File: config.mk
export PLATFORM = sky130hd
export DESIGN_NAME = pipe_stage_skid
export DESIGN_NICKNAME = d
export VERILOG_FILES = /design/src/rtl/pipe_pkg.sv /design/src/rtl/pipe_stage_skid_sat_counter.sv /design/src/rtl/pipe_stage_skid.sv
export SDC_FILE = /design/constraint.sdc
export NUM_CORES = 1
export LEC_CHECK = 0
export CAP_MARGIN = 30
export CORE_ASPECT_RATIO = 1.1
export CORE_MARGIN = 8
export CORE_UTILIZATION = 28
export CTS_CLUSTER_SIZE = 20
export DETAILED_ROUTE_END_ITERATION = 6
export GPL_TIMING_DRIVEN = 0
export HOLD_SLACK_MARGIN = 0.12
export PLACE_DENSITY_LB_ADDON = 0.08
export SETUP_SLACK_MARGIN = 0.15
export SYNTH_ARGS = -nofsm -noshare
export SYNTH_HDL_FRONTEND = slang
export SYNTH_SLANG_ARGS = --single-unit
File: constraint.sdc
create_clock -name clk -period 2.2 [get_ports clk]
set_input_delay 0.33 -clock clk [delete_from_list [all_inputs] [get_ports clk]]
set_output_delay 0.33 -clock clk [all_outputs]
set_load 0.05 [all_outputs]
File: src/rtl/pipe_pkg.sv
// Shared definitions for the IF->ID pipeline stage: state encoding,
// payload width defaults and the NOP bubble encoding.
package pipe_pkg;

    localparam int PIPE_DATA_W = 19;
    localparam int PIPE_PC_W   = 12;

    // A NOP bubble is an all-zeros payload; replicate this bit to any width.
    localparam logic NOP_BIT = 1'b0;

    typedef enum logic [1:0] {
        ST_EMPTY = 2'd0,   // nothing held
        ST_FULL  = 2'd1,   // main register holds an entry
        ST_SKID  = 2'd2    // main and skid registers both hold entries
    } skid_state_t;

endpackage

File: src/rtl/pipe_stage_skid_sat_counter.sv
// Saturating up-counter with synchronous clear; used to count stall cycles.
module sat_counter #(
    parameter int CNT_W = 16
) (
    input  logic             clk,
    input  logic             inc,
    input  logic             clr,
    output logic [CNT_W-1:0] cnt
);

    logic [CNT_W-1:0] r_cnt;
    logic             w_at_max;

    assign w_at_max = &r_cnt;
    assign cnt      = r_cnt;

    // Clear wins; otherwise count up and stick at all-ones.
    always_ff @(posedge clk) begin
        if (clr)
            r_cnt <= '0;
        else if (inc && !w_at_max)
            r_cnt <= r_cnt + 1'b1;
    end

endmodule

File: src/rtl/pipe_stage_skid.sv
// IF->ID pipeline register with a one-entry skid buffer. in_ready is a
// registered state decode, so out_ready never reaches in_ready
// combinationally; the skid register absorbs the one entry that can arrive
// in the cycle ID first stalls.
module pipe_stage_skid
    import pipe_pkg::*;
#(
    parameter int DATA_W = PIPE_DATA_W,
    parameter int PC_W   = PIPE_PC_W,
    parameter int CNT_W  = 16
) (
    input  logic              clk,
    input  logic              reset,
    input  logic              flush,
    input  logic              in_valid,
    output logic              in_ready,
    input  logic [DATA_W-1:0] in_inst,
    input  logic [PC_W-1:0]   in_pc,
    output logic              out_valid,
    input  logic              out_ready,
    output logic [DATA_W-1:0] out_inst,
    output logic [PC_W-1:0]   out_pc,
    output logic [CNT_W-1:0]  stall_cnt
);

    localparam logic [DATA_W-1:0] NOP_INST = {DATA_W{NOP_BIT}};
    localparam logic [PC_W-1:0]   NOP_PC   = {PC_W{NOP_BIT}};

    skid_state_t       r_state;
    skid_state_t       w_next;
    logic              r_in_ready;
    logic [DATA_W-1:0] r_main_inst;
    logic [DATA_W-1:0] r_skid_inst;
    logic [PC_W-1:0]   r_main_pc;
    logic [PC_W-1:0]   r_skid_pc;
    logic              w_out_valid;
    logic              w_in_fire;
    logic              w_out_fire;
    logic              w_stall;

    assign w_out_valid = (r_state != ST_EMPTY);
    assign w_in_fire   = in_valid && r_in_ready;
    assign w_out_fire  = w_out_valid && out_ready;
    assign w_stall     = w_out_valid && !out_ready;

    assign in_ready  = r_in_ready;
    assign out_valid = w_out_valid;
    assign out_inst  = w_out_valid ? r_main_inst : NOP_INST;
    assign out_pc    = w_out_valid ? r_main_pc   : NOP_PC;

    // Next-state decode from the two handshakes.
    always_comb begin
        w_next = r_state;
        case (r_state)
            ST_EMPTY: if (w_in_fire) w_next = ST_FULL;
            ST_FULL: begin
                if (w_in_fire && !w_out_fire)      w_next = ST_SKID;
                else if (!w_in_fire && w_out_fire) w_next = ST_EMPTY;
            end
            ST_SKID:  if (w_out_fire) w_next = ST_FULL;
            default:  w_next = ST_EMPTY;
        endcase
    end

    // State register and registered in_ready; reset and flush both empty the stage.
    always_ff @(posedge clk) begin
        if (reset || flush) begin
            r_state    <= ST_EMPTY;
            r_in_ready <= 1'b1;
        end else begin
            r_state    <= w_next;
            r_in_ready <= (w_next != ST_SKID);
        end
    end

    // Payload movement: load main, spill to skid, or promote skid to main.
    always_ff @(posedge clk) begin
        if (reset || flush) begin
            r_main_inst <= NOP_INST;
            r_main_pc   <= NOP_PC;
            r_skid_inst <= NOP_INST;
            r_skid_pc   <= NOP_PC;
        end else begin
            case (r_state)
                ST_EMPTY: begin
                    if (w_in_fire) begin
                        r_main_inst <= in_inst;
                        r_main_pc   <= in_pc;
                    end
                end
                ST_FULL: begin
                    if (w_in_fire && w_out_fire) begin
                        r_main_inst <= in_inst;
                        r_main_pc   <= in_pc;
                    end else if (w_in_fire) begin
                        r_skid_inst <= in_inst;
                        r_skid_pc   <= in_pc;
                    end else if (w_out_fire) begin
                        r_main_inst <= NOP_INST;
                        r_main_pc   <= NOP_PC;
                    end
                end
                ST_SKID: begin
                    if (w_out_fire) begin
                        r_main_inst <= r_skid_inst;
                        r_main_pc   <= r_skid_pc;
                        r_skid_inst <= NOP_INST;
                        r_skid_pc   <= NOP_PC;
                    end
                end
                default: begin
                    r_main_inst <= NOP_INST;
                    r_main_pc   <= NOP_PC;
                end
            endcase
        end
    end

    // Stall counter survives flush; only reset clears it.
    sat_counter #(.CNT_W(CNT_W)) u_stall_cnt (
        .clk (clk),
        .inc (w_stall),
        .clr (reset),
        .cnt (stall_cnt)
    );

endmodule

### After elaboration in Yosys (flattened, before gate mapping)

Index checks and enable logic that the tools add are counted.

* input bits: 36
* register bits: 81
* word-level logic and storage cells: 58
* output and inout port bits: 49

* reduce and logical (&&, ||, !) cells: 18
* equal/unequal tests: 9
* add/subtract/negate cells: 1
* mux-type cells: 23

Operator list (count)
* two-way mux 19 bit: 7
* two-way mux 12 bit: 7
* one-hot mux 19 bit (3 select lines): 1
* one-hot mux 19 bit (2 select lines): 1
* one-hot mux 12 bit (3 select lines): 1
* one-hot mux 12 bit (2 select lines): 1
* adder 16 x 1 -> 16 bit, second input constant: 1
* AND reduction 16 bit: 1
* != test 2 bit, second input constant: 5
* two-way mux 2 bit: 4
* AND reduction 4 bit: 2
* logical AND 1 bit: 7
* != test 3 bit, second input constant: 2
* one-hot mux 2 bit (3 select lines): 1
* zero test 1 bit: 4
* nonzero test 2 bit: 2
* == test 2 x 1 -> 1 bit, second input constant: 1
* == test 2 bit, second input constant: 1
* zero test 2 bit: 1
* logical OR 1 bit: 1

### Longest topological paths before layout

* depth after elaboration: 7
* gate-level depth with buffers: 6
* gate-level depth less buffers: 5

### Cells and area by module

Synthesis repeated with hierarchy kept, for this count alone.

* cells, all modules: 437
* area total of the unflattened synthesis: 4043.9 µm²

Modules (own cells, without submodules)
* pipe_stage_skid: times used 1, sequential area each 1301.2 µm², cells each 341, area an instance 3210.6 µm²
* sat_counter: times used 1, sequential area each 320.3 µm², cells each 96, area an instance 833.3 µm²

### Worst setup path after synthesis

No wires, ideal clock.

* path type: reg2reg
* start: reg u_stall_cnt.r_cnt[0] (netlist: u_stall_cnt.cnt[0])
* end: reg u_stall_cnt.r_cnt[9] (netlist: u_stall_cnt.cnt[9])
* setup slack: 0.160 ns
* clock period less this slack: 2.040 ns
* required time: 2.077 ns
* stages on the path, launching flop included: 6
* path buffers: 0
* setup time: 0.123 ns
* arrival time: 1.917 ns
* cells stage by stage: dfxtp_1 ha_1 inv_1 nor4_4 nor4b_1 mux2_1

* longest elaborated chain between the ends: 3
* elaborated cells on any way between the ends: 4
* those cells by class: add/sub: 1; reduce/logical: 3

Ends and longest elaborated chain
* from (decl): line pipe_stage_skid_sat_counter.sv:11 `logic [CNT_W-1:0] r_cnt;`
* from (signal assigned): line pipe_stage_skid_sat_counter.sv:22 `r_cnt <= r_cnt + 1'b1;`
* parallel branches: the longest is 3 deep, another holds adder 16 x 1 -> 16 bit

Parallel ways; which one is timed is not known.
A chain may end at the register's enable or synchronous reset.

### Final worst setup path

* start: reg r_state[1]
* end: out out_inst[1]

* longest elaborated chain between the ends: 2

Ends and longest elaborated chain
* from (decl): line pipe_stage_skid.sv:29 `skid_state_t r_state;`
* from (signal assigned): line pipe_stage_skid.sv:71 `r_state <= w_next;`
* nonzero test 2 bit: line pipe_stage_skid.sv:41 `assign w_out_valid = (r_state != ST_EMPTY);`
* two-way mux 19 bit: line pipe_stage_skid.sv:48 `assign out_inst = w_out_valid ? r_main_inst : NOP_INST;`
* to (decl): line pipe_stage_skid.sv:21 `output logic [DATA_W-1:0] out_inst,`

Every way passes these cells.

==> key figures <==
Power and ir drop
  – PwrDens: 664.1 nW/um^2
  – Peak VDD IR: between 200 and 300 uV
  – LEAKAGE: 1.736 nW
  – Power consumption: 3.253 mW

Synth
  – Mean Syn Cell Area: 8.952 sq um
  – Synth Warn #: 0
  – Synth top area cells: dfxtp_1 45%, a222oi_1 8.4%, nand3b_1 6.5%, nor2b_1 6.3%, a21oi_1 6.0%
  – Post-Syn Nets: 438
  – Synth Instances: 401
  – Top FF cell, synth: dfxtp_1
  – Netlist cell types: 45
  – Yosys top cell area share: ~45%
  – Flops & latches, synth: 81
  – Ys async rst share: 0%
  – Sequential area share after synthesis: between 40 and 50%
  – Mapped Area: between 3000 and 4000 sq um
  – Post-synth top area cell: dfxtp_1
  – Number of synthesized flops with an enable pin: 0

Place
  – Pre-CTS WS: -0.3390 ns
  – PortBufs: 84
  – Placed Area: 4627 sq um
  – RePlAce Congestion: 0.7354
  – Hpwl dp: a little over 8 mm

Clocking
  – CTS root buf: clkbuf_16
  – CTS tree: yes
  – Cts hold-fix bufs: 0
  – Worst skew pair latency: ~0.34 ns
  – Clk buf depth: 2
  – Clk slew on worst S/H paths: about 0.060 ns
  – CTS Sinks: 81
  – H-tree levels: 3
  – CTS buffer count: 9

Timing
  – Worst Tran Pin Value: between 0.5 and 0.6 ns
  – Crit share post-route: 90.73%
  – Worst clock skew: 0.006088 ns
  – # setup viols final: 0
  – RSZ-0062 raised after global routing: true
  – Post-route setup slack: between 0.2 and 0.25 ns
  – Endpoints failing hold: 0
  – Max-slew headroom: 60.38%
  – Post-layout min period: 1.996 ns
  – Fmax achieved: 501.0 MHz
  – Max-slew violations: 0
  – Setup tns final: 0 ns

Setup path
  – CP Capture Type: output port
  – Highest-delay cell along the critical path: clkdlybuf4s18_2
  – Worst reg-to-reg path cell count: 5
  – Type of origin of the critical path: flop
  – Worst path arrival time: approximately 1.7 ns
  – Crit Path Category: reg -> out
  – Worst Path Buf+Inv: 3
  – Critical path, cell by cell: buf_2, nor2_4, clkbuf_4, nor2b_1, clkdlybuf4s18_2
  – Worst EP required: between 1.5 and 2 ns
  – R2R Setup Slk: ~0.4 ns
  – Crit path max fanout: 10
  – Worst path max stage delay: 0.34 ns
  – Reg2Reg Capture Point: u_stall_cnt.cnt[9]
  – Largest delay share family, worst path: buffers and inverters
  – Worst r2r src: u_stall_cnt.cnt[0]

Worst hold path
  – Hold Crit Endpoint: r_skid_inst[17]
  – Hold Path Cell Cnt: 2
  – Hold WC Path Type: reg -> reg
  – HP Start: r_skid_inst[17]

Global routing
  – Pin count of the biggest net entering global routing: 15
  – All-Layer GR Usage: 13.87%
  – Vias in the first global route: 3348
  – Grt total ovfl: 0
  – Initial antenna violation count: 0
  – Global-route wire length before repair: 18.11 mm

Routing
  – DRT Pass-1 Iters: 6
  – Detail Route Antenna Nets: 0
  – # DRC: 0
  – Vias: 3400
  – Final wirelength: approximately 12 mm
  – Detailed Route Iter0 Violations: 350
  – Mean routed wirelength per cell: 17.48 microns
  – Via density per instance: 5.167

Die
  – Row cnt: 43
  – Die W: 124.0 microns
  – Die area: 16700 sq um
  – Initial core utilization: 28.51%
  – Die Ht: 134.8 microns
  – I/O Pins: 85
  – Area of the core: about 13000 sq um

Finish
  – Post-layout nets: between 500 and 600
  – Layout cell share with drive strength beyond 1: 15.57%
  – Layout Area Growth over Synthesis: 36.46%
  – Finished Cell Area: 4898 sq um
  – Antenna diodes: 0

Flow run
  – Max Cap Viol: 0

Status
  – Status: finished clean
==> worst register-to-register path, stage by stage, from the launching register on <==
cell     delay, ns
dfxtp_1       0.43
ha_2          0.31
inv_1         0.11
nor4_4        0.40
nor4b_1       0.11
mux2_1        0.32
==> repair_timing <==
action	in CTS	in global routing
resized for setup	104	40
setup buffers	0	0
setup endpoints to repair	32	64
==> report_power, final <==
part | total (mW) | internal [mW] | switching (mW)
sequential | 1.50 | 1.49 | 0.0126
clock | 1.44 | 0.830 | 0.612
combinational | 0.308 | 0.134 | 0.174
total | 3.25 | 2.45 | 0.798
==> cells by family (layout without fill, tap and decap cells) <==
group / count (synthesis) / after routing / share of synthesized area (%)
mux: 5 / 5 / 1.534
buf+inv: 36 / 136 / 4.217
simple gates: 187 / 187 / 30.32
flops: 81 / 81 / 45.17
fa+ha+maj: 1 / 1 / 0.3485
compound gates: 90 / 90 / 18.16
xor+xnor: 1 / 1 / 0.2440
==> worst max path at each step <==
stage | from | endpoint | slack, ns | depth (start not counted)
6_report | r_state[1] | out_inst[1] | 0.20 | 5
5_1_grt | r_state[1] | out_inst[12] | 0.12 | 5
4_1_cts | r_state[0] | out_pc[1] | 0.15 | 5
3_5_place_dp | r_state[0] | out_inst[9] | -0.34 | 5
3_3_place_gp | r_state[0] | out_inst[9] | -0.34 | 5
2_1_floorplan | u_stall_cnt.cnt[0] | u_stall_cnt.cnt[9] | 0.16 | 5
==> cell usage after synthesis, types with 2 or more instances <==
master    count
dfxtp_1      81
a21oi_1      43
nor2_1       39
nand2_1      38
nor2b_1      36
nand3b_1     31
a222oi_1     30
clkbuf_1     19
buf_2        13
and4_1        5
nor3_1        5
inv_1         4
nand3_1       4
o31ai_1       4
or4_1         4
and2_1        3
mux2_2        3
nand2b_1      3
nand4_1       3
a31oi_1       2
a41oi_1       2
and3_1        2
nand4_4       2
nor3_2        2
o21ai_0       2
or3_1         2
==> metal layers <==
| metal | GRT usage [%] | wire length, microns | vias to the layer above |
|---|---|---|---|
| li1 | - | - | 1668 |
| met1 | 17.41 | 5139 | 1616 |
| met2 | 22.08 | 5398 | 106 |
| met3 | 3.925 | 827 | 10 |
| met4 | 4.897 | 138 | 0 |
| met5 | 0 | 0 | - |
==> metrics by stage <==
| step | instances | util (%) | hold slack, ns |
|---|---|---|---|
| after detailed placement | 642 | 36.75 | 0.4759 |
| final | 658 | 38.91 | 0.4845 |
| after global placement | 642 | 36.75 | 0.4711 |
| after CTS | 658 | 39.42 | 0.4881 |
| after global routing | 658 | 38.91 | 0.5152 |
| after floorplan | 401 | - | 0.4542 |
==> sequential cells by signal, indices dropped and copies added (netlist names) <==
signal	cells
r_skid_inst	19
r_skid_pc	12
r_main_inst	19
in_ready	1
r_main_pc	12
u_stall_cnt.cnt	16
r_state	2
==> layout by cell type, fill, tap and decap left out, types with 4 or more instances in the layout <==
cell type / instances
nor2b_1: 36
nand3_1: 4
nand2_1: 38
clkbuf_1: 14
clkdlybuf4s15_2: 11
clkdlybuf4s50_1: 49
nor2_1: 38
clkbuf_16: 9
inv_1: 4
clkdlybuf4s18_2: 5
or4_1: 4
and4_1: 5
a222oi_1: 30
dfxtp_1: 81
o31ai_1: 4
nor3_1: 5
nand3b_1: 31
buf_2: 27
a21oi_1: 43
==> final cells by class <==
type | count | area [sq um]
inverters | 4 | 15.01
flip-flops and latches | 81 | 1622
clock buffers | 11 | 252.7
multi-input cells | 284 | 1833
repair buffers | 84 | 792.0
plain buffers | 32 | 150.1
fillers | 1353 | 7691
clock inverters | 5 | 37.54
well taps | 157 | 196.4
(Power assumes the default switching activity.)
